File: src/rtl/instr_fetch_q.sv
// instr_fetch_q: fetch stage with a small in-order fetch queue.
// The PC fetches one word per cycle into the queue while there is room, or
// when the head is leaving that same cycle. A branch or jump redirect
// flushes the queue and reloads the PC. Decode drains the queue from the head.
module instr_fetch_q #(
  parameter int          IMEM_AW  = 6,
  parameter int          FQ_DEPTH = 4,
  parameter logic [31:0] RESET_PC = 32'h0000_0000
) (
  input  logic                          clk,
  input  logic                          reset,
  input  logic                          pc_src,
  input  logic [31:0]                   pc_branch,
  input  logic                          jump,
  input  logic [31:0]                   pc_jump,
  input  logic                          stall_id,
  output logic [IMEM_AW-1:0]            imem_addr,
  input  logic [31:0]                   imem_rdata,
  output logic                          if_id_valid,
  output logic [31:0]                   if_id_instr,
  output logic [31:0]                   if_id_pc_plus_4,
  output logic [$clog2(FQ_DEPTH):0]     fq_count
);

  localparam int PW = $clog2(FQ_DEPTH);
  localparam int CW = PW + 1;
  localparam logic [CW-1:0] DEPTH_C = CW'(FQ_DEPTH);

  logic [31:0]   pc_q, pc_d;
  logic [PW-1:0] rd_ptr_q, rd_ptr_d;
  logic [PW-1:0] wr_ptr_q, wr_ptr_d;
  logic [CW-1:0] count_q, count_d;

  // Queue storage holds the fetched word and the PC+4 that goes with it.
  logic [31:0] fq_instr_q [FQ_DEPTH];
  logic [31:0] fq_pc4_q   [FQ_DEPTH];

  logic        redirect;
  logic [31:0] target;
  logic [31:0] pc_plus_4;
  logic        head_valid;
  logic        pop;
  logic        push;

  // Decide redirect, pop and push for this cycle and compute the next state.
  always_comb begin
    redirect   = pc_src | jump;
    target     = jump ? pc_jump : pc_branch;
    target     = {target[31:2], 2'b00};
    pc_plus_4  = pc_q + 32'd4;
    head_valid = (count_q != '0);
    pop        = head_valid & ~stall_id & ~redirect;
    push       = ~redirect & ((count_q < DEPTH_C) | pop);

    pc_d     = pc_q;
    rd_ptr_d = rd_ptr_q;
    wr_ptr_d = wr_ptr_q;
    count_d  = count_q;

    if (redirect) begin
      pc_d     = target;
      rd_ptr_d = '0;
      wr_ptr_d = '0;
      count_d  = '0;
    end else begin
      if (push) begin
        pc_d     = pc_plus_4;
        wr_ptr_d = wr_ptr_q + PW'(1);
      end
      if (pop) begin
        rd_ptr_d = rd_ptr_q + PW'(1);
      end
      case ({push, pop})
        2'b10:   count_d = count_q + CW'(1);
        2'b01:   count_d = count_q - CW'(1);
        default: count_d = count_q;
      endcase
    end
  end

  // PC, pointers and occupancy; reset overrides every other update.
  always_ff @(posedge clk) begin
    if (reset) begin
      pc_q     <= RESET_PC;
      rd_ptr_q <= '0;
      wr_ptr_q <= '0;
      count_q  <= '0;
    end else begin
      pc_q     <= pc_d;
      rd_ptr_q <= rd_ptr_d;
      wr_ptr_q <= wr_ptr_d;
      count_q  <= count_d;
    end
  end

  // Write the fetched word at the tail; storage contents need no reset.
  always_ff @(posedge clk) begin
    if (!reset && push) begin
      fq_instr_q[wr_ptr_q] <= imem_rdata;
      fq_pc4_q[wr_ptr_q]   <= pc_plus_4;
    end
  end

  // Head of queue drives decode; zeros are shown while the queue is empty.
  always_comb begin
    imem_addr       = pc_q[IMEM_AW+1:2];
    if_id_valid     = head_valid;
    fq_count        = count_q;
    if_id_instr     = 32'h0000_0000;
    if_id_pc_plus_4 = 32'h0000_0000;
    if (head_valid) begin
      if_id_instr     = fq_instr_q[rd_ptr_q];
      if_id_pc_plus_4 = fq_pc4_q[rd_ptr_q];
    end
  end

endmodule

File: config.mk
export PLATFORM = sky130hd
export DESIGN_NAME = instr_fetch_q
export DESIGN_NICKNAME = d
export VERILOG_FILES = /design/src/rtl/instr_fetch_q.sv
export SDC_FILE = /design/constraint.sdc
export NUM_CORES = 1
export LEC_CHECK = 0
export ABC_CLOCK_PERIOD_IN_PS = 6000
export BUFFER_PORTS_ARGS = -buffer_cell sky130_fd_sc_hd__buf_2
export CAP_MARGIN = 20
export CORE_MARGIN = 2
export CORE_UTILIZATION = 40
export DETAILED_ROUTE_END_ITERATION = 8
export GPL_TIMING_DRIVEN = 0
export HOLD_SLACK_MARGIN = 0.02
export RECOVER_POWER = 100
export SLEW_MARGIN = 10
export SYNTH_ARGS = -nofsm -noshare
export SYNTH_HDL_FRONTEND = slang
export SYNTH_SLANG_ARGS = --single-unit
File: constraint.sdc
create_clock -name clk -period 6 [get_ports clk]
set_input_delay 0.6 -clock clk [delete_from_list [all_inputs] [get_ports clk]]
set_output_delay 0.6 -clock clk [all_outputs]
set_load 0.01 [all_outputs]
==> results of run 1 <==
logic make-up after synthesis:
group / after synthesis / synth area share
flops: 287 / 0.660
mux: 65 / 0.114
other cells: 1 / 0.000301
simple gates: 229 / 0.104
compound gates: 96 / 0.0592
buf+inv: 76 / 0.0278
xor+xnor: 38 / 0.0267
fa+ha+maj: 8 / 0.00802
worst paths after layout:
path / start / endpoint / slack, ns / cells past startpoint
max: fq_count[2]$_SDFFE_PP0P_ / fq_instr_q[3][14]$_DFFE_PP_ / 1.62 / 4
min: pc_jump[2] / pc_q[2]$_SDFFE_PP0P_ / 0.28 / 2
min reg2reg: wr_ptr_q[1]$_SDFFE_PP0P_ / wr_ptr_q[1]$_SDFFE_PP0P_ / 0.50 / 2
max reg2reg: fq_count[2]$_SDFFE_PP0P_ / fq_instr_q[3][14]$_DFFE_PP_ / 1.62 / 4
synth_stat cells, types with 6 or more instances:
cell type / number / share of area
nand3_1: 28 / 0.011
buf_4: 8 / 0.0048
and3_1: 7 / 0.0035
nor4_1: 6 / 0.0030
nand2_1: 39 / 0.012
a21oi_1: 7 / 0.0028
nor3_1: 18 / 0.0072
o21ai_0: 7 / 0.0028
edfxtp_1: 248 / 0.60
and2_1: 67 / 0.034
buf_2: 13 / 0.0052
mux4_2: 62 / 0.11
o211ai_1: 18 / 0.011
ha_1: 8 / 0.0080
o22ai_1: 8 / 0.0040
clkbuf_1: 37 / 0.011
xnor2_1: 28 / 0.020
inv_1: 10 / 0.0030
nand4_1: 9 / 0.0045
a22oi_1: 15 / 0.0090
nor2_1: 24 / 0.0072
dfxtp_1: 39 / 0.063
xor2_1: 10 / 0.0070
sequential cells by signal, summed over array words and instances (netlist names), named ones only:
name	cells
fq_instr_q	128
fq_pc4_q	120
wr_ptr_q	2
rd_ptr_q	2
pc_q	30
fq_count	3
per-layer routing:
| layer | global-route usage | up-vias | share of wire |
|---|---|---|---|
| met5 | 0 | - | 0 |
| met4 | 0.0448 | 0 | 0.019 |
| met3 | 0.0299 | 40 | 0.062 |
| met2 | 0.269 | 271 | 0.46 |
| met1 | 0.249 | 3723 | 0.46 |
| li1 | - | 3536 | - |
per-stage QoR:
step                      utilization  setup WS (ns)  power [W]
final                           0.479           1.62    0.00420
after global placement          0.450          0.736    0.00248
after detailed placement        0.454           2.75    0.00248
after global routing            0.479           1.28    0.00436
after floorplan                     -           2.42    0.00238
after CTS                       0.485           2.51    0.00425
cell usage in the layout (no fill, tap or decap), types with 4 or more instances in the layout:
cell type  count
nor2_1        24
xor2_1        10
nor3_1        18
and2_1        38
nand2_1       39
edfxtp_1     248
or4_1          6
ha_1           8
mux4_2        62
clkbuf_16     31
o21ai_0        7
a22oi_1       15
o22ai_1        8
nand2b_1       4
nor4_1         8
dfxtp_1       39
nand4_1        9
clkinv_1       4
inv_1         10
xnor2_1       28
clkinv_2       8
and2_0        28
o211ai_1      18
buf_4          5
and3_1         7
clkbuf_1     126
a21oi_1        7
buf_2         99
nand3_1       28
area by class of cell:
cell class                 instances  share of cell area
clock inverter                    17             0.00877
tap                              396              0.0337
multi-input combinational        438               0.263
buffer                            64              0.0187
timing repair buffer             170              0.0564
inverter                          12             0.00306
clock buffer                      39              0.0562
sequential                       287               0.560
critical path, cell delays in order, from the launching register on:
cell	delay, ns
dfxtp_1	0.37
a2111oi_0	1.58
clkbuf_1	0.46
and2_0	1.26
buf_16	0.36
report_power, final:
group / total [W] / switching (W) / internal [W]
Sequential: 0.00223 / 0.0000216 / 0.00220
Combinational: 0.000207 / 0.000124 / 0.0000835
Clock: 0.00177 / 0.000750 / 0.00102
==> key figures, run 1 <==
Run status
  • Status: finished with violations
  • Failing checks: max-capacitance violations, max-slew violations

Global route
  • Initial antenna violation count: 0
  • Pin count of the biggest net entering global routing: 47
  • Number of global-route vias before repair: 7,660
  • GR Overflow Total: 0
  • Total Routing Usage GR: 0.172
  • First-pass GRT wire length: approximately 44,000 um

Critical path
  • Critical Path Source Type: register
  • Critical path endpoint category: register
  • Crit path kind: reg -> reg
  • WP data required: 6.22 ns
  • Crit-path max FO: 45
  • CP arrival: 4.61 ns

Final layout
  • Multi-input logic area: 3870 um2
  • Final net count: 1,112
  • Area added between synthesis and finish: 17.8%
  • Sequential Area: 8230 um2
  • Post-Layout Cell Count: 1,423
  • Final instance area: 14,700 um2
  • Layout cells sized above 1: 0.222
  • Fillers: 2,745
  • Inserted Diodes: 0

Die
  • Die Area: between 30,000 and 40,000 um2
  • Placement row count: 64
  • I/O Pins: 175
  • Die width: 181 um
  • Die H: 181 um
  • Initial Util: 0.407
  • Core ar.: roughly 31,000 um2

Synthesis
  • Synth Flop Type: edfxtp_1
  • Syn_area_per_cell: 15.6 um2
  • Seq/Total Area, Yosys: 0.660
  • Warnings from Yosys: 0
  • Seq cells post-synth: 287
  • Async S/R FF share, synth: 0
  • Post-synth EDFFs: 248
  • Post-synthesis cell type count: 67
  • Post-Syn Area: 12,500 um2
  • Cell count after synthesis: 800

Timing
  • Finish-stage setup viols: 0
  • Final Max Tran Viols: 44
  • Hold slack: 0.276 ns
  • Setup TNS Final: 0 ns
  • Relative slew margins: -0.326
  • Worst-margin pin slew: 1.94 ns
  • Final Hold Vio Count: 0
  • Period minus WS final: 4.38 ns
  • RSZ-0062 raised after global routing: false
  • Post-route clock period utilization: 0.730
  • Skew final: 0.00949 ns
  • Max Fclk: 228 MHz

CTS
  • H-Tree Depth: 1
  • TritonCTS clock tree: done
  • Clk Tree Root Cell: clkbuf_16
  • Clock-pin slew on the worst setup and hold paths: ~0.060 ns
  • CTS resizes: 0
  • Worst skew pair latency: roughly 0.55 ns
  • CTS Buf Count: 30
  • Clk buf depth: 3
  • Clock sink total: around 290
  • Hold buffer count at CTS: 0
  • Postcts setup bufs: 0

Place
  • IO Port Bufs: 166
  • Hpwl dp: approximately 19,000 um
  • Number of instances in the placed design: 1,367
  • Cell Area, Placed: between 10,000 and 15,000 um2
  • Final Wtd Congestion: 0.830

Drt
  • Routed Antenna Nets: 0
  • Drt via density: 5.32
  • DRC errors left: 0
  • Initial DRC Count: 632
  • Pre-Repair DR Iteration Count: 5
  • Wire per inst: 19.5 um
  • Total vias in the final route: about 7,600
  • Final WL: 27,800 um

Power
  • Pwr Density: 286 nW/um2
  • Peak supply drop: 0.000219 V
  • Leak: 4.88 nW

Job
  • Max_cap viols: 3

Min path
  • HP Class: in -> reg
(Power assumes the default switching activity.)
==> run 2, diff against run 1 <==
--- a/config.mk
+++ b/config.mk
@@ -5,7 +5,7 @@
 export SDC_FILE = /design/constraint.sdc
 export NUM_CORES = 1
 export LEC_CHECK = 0
-export ABC_CLOCK_PERIOD_IN_PS = 6000
+export ABC_CLOCK_PERIOD_IN_PS = 3900
 export BUFFER_PORTS_ARGS = -buffer_cell sky130_fd_sc_hd__buf_2
 export CAP_MARGIN = 20
 export CORE_MARGIN = 2
==> constraint.sdc (replaced) <==
create_clock -name clk -period 3.9 [get_ports clk]
set_input_delay 0.39 -clock clk [delete_from_list [all_inputs] [get_ports clk]]
set_output_delay 0.39 -clock clk [all_outputs]
set_load 0.01 [all_outputs]
==> run 2 against run 1 <==
Net effect: the run now ends clean; total power up 54%; global-route usage unchanged; clock skew down 0.00057 ns; final cell count unchanged; setup slack worse by 1.1 ns; core utilization up 0.057 points; critical path depth up 1.
==> key figures, run 2 (synthesized netlist as in run 1, its figures left out) <==
Final layout
  • Layout cells sized above 1: 0.230
  • Final instance area: about 15,000 um2
  • Core Util, Final: 0.480
  • Commonest cells after routing, fill and taps aside: 248 x edfxtp_1, 119 x clkbuf_1, 105 x buf_2, 62 x mux4_2, 41 x and2_1
  • Fillers: 2,741
  • Commonest non-fill, non-tap cell in the layout: edfxtp_1
  • Post-Layout Cell Count: about 1,400
  • Biggest regs: fq_instr_q x128, fq_pc4_q x120, pc_q x30
  • Multi-input logic area: 3880 um2
  • Final net count: 1,112
  • Inserted Diodes: 0
  • Sequential Area: 8230 um2
  • Area added between synthesis and finish: 18.0%
  • Largest register FFs: 128
  • Biggest register: fq_instr_q

Die
  • Placement row count: between 60 and 70
  • Core ar.: ~30,000 um2
  • Die Area: 32,600 um2
  • I/O Pins: 175
  • Die width: between 150 and 200 um
  • Initial Util: 0.407
  • Die H: 181 um

Critical path
  • Crit-path cells: clkbuf_1 -> clkbuf_1 -> mux4_2 -> and2_0 -> buf_2
  • Crit path kind: reg -> out
  • WP data required: 3.51 ns
  • Crit-path max FO: 10
  • Critical path endpoint category: primary output
  • Critical Path Source Type: register
  • Crit path top cell by count: clkbuf_1
  • CP arrival: 2.97 ns
  • Family with the most delay on the worst path: buffers and inverters
  • Crit-path slowest cell: clkbuf_1
  • CP bufs+invs: 3
  • CP max stage delay: 0.68 ns

Drt
  • M1 WL: 12,900 um
  • Initial DRC Count: 576
  • DRC errors left: 0
  • Drt via density: 5.33
  • Total vias in the final route: 7,580
  • Wire per inst: 19.6 um
  • Final WL: around 28,000 um
  • Pre-Repair DR Iteration Count: 7
  • WL met3: 1740 um
  • Max layer used: met4
  • Routed met2 length: 12,700 um
  • Routed Antenna Nets: 0

CTS
  • Clk buf depth: 3
  • Clock sink total: ~290
  • CTS Buf Count: 30
  • Clock-pin slew on the worst setup and hold paths: 0.06 ns
  • Postcts setup bufs: 0
  • Hold buffer count at CTS: 0
  • TritonCTS clock tree: done
  • H-Tree Depth: 1
  • Clk Tree Root Cell: clkbuf_16
  • CTS resizes: 0
  • Worst skew pair latency: 0.55 ns

Power
  • Pwr Density: 439 nW/um2
  • Leak: about 4.9 nW
  • Peak supply drop: 0.000338 V

Run status
  • Status: finished, final reports clean

Timing
  • RSZ-0062 raised after global routing: false
  • Skew final: 0.00892 ns
  • Post-route clock period utilization: 0.860
  • Period minus WS final: 3.36 ns
  • Worst-margin pin slew: roughly 1.4 ns
  • Setup TNS Final: 0 ns
  • Final Max Tran Viols: 0
  • Final Hold Vio Count: 0
  • Relative slew margins: 0.0279
  • Finish-stage setup viols: 0
  • Max Fclk: 298 MHz

Global route
  • Pin count of the biggest net entering global routing: 47
  • Number of global-route vias before repair: between 7,000 and 8,000
  • Total Routing Usage GR: 0.172
  • GR Overflow Total: 0
  • First-pass GRT wire length: about 44,000 um
  • Initial antenna violation count: 0

Place
  • Cell Area, Placed: approximately 14,000 um2
  • Hpwl dp: 18,700 um
  • Final Wtd Congestion: around 0.83
  • IO Port Bufs: roughly 170
  • Number of instances in the placed design: 1,367

Job
  • Max_cap viols: 0

Min path
  • HP Class: in -> reg
run 2: worst paths after layout:
path / startpoint / end / slack, ns / cells past startpoint
max: register / if_id_instr[30] / 0.54 / 5
min: pc_jump[2] / pc_q[2]$_SDFFE_PP0P_ / 0.07 / 2
max reg2reg: fq_count[2]$_SDFFE_PP0P_ / fq_pc4_q[1][4]$_DFFE_PP_ / 0.65 / 4
min reg2reg: wr_ptr_q[1]$_SDFFE_PP0P_ / wr_ptr_q[1]$_SDFFE_PP0P_ / 0.50 / 2
run 2: area by class of cell:
class,count,share of cell area
inverters,12,0.00306
repair buffers,170,0.0566
clock buffers,39,0.0561
well taps,396,0.0337
plain buffers,64,0.0192
flip-flops and latches,287,0.559
multi-input cells,438,0.264
clock inverters,17,0.00876
run 2: layer usage:
metal	vias to the layer above	track usage
li1	3540	-
met1	3724	0.249
met2	280	0.269
met3	36	0.0299
met4	0	0.0448
met5	-	0
run 2: through the flow:
| step | hold WS, ns | worst slack [ns] | power, W |
|---|---|---|---|
| finish | 0.0656 | 0.544 | 0.00646 |
| CTS | 0.0202 | 0.622 | 0.00654 |
| detailed placement | 0.495 | 0.856 | 0.00382 |
| floorplan | 0.465 | 0.533 | 0.00367 |
| global route | 0.0687 | 0.298 | 0.00670 |
| global placement | 0.488 | -1.15 | 0.00381 |
run 2: where the power goes:
group | switching [W] | leakage, nW | internal (W)
clock network | 0.00115 | 0.467 | 0.00156
logic | 0.000190 | 1.85 | 0.000128
registers | 0.0000333 | 2.59 | 0.00339
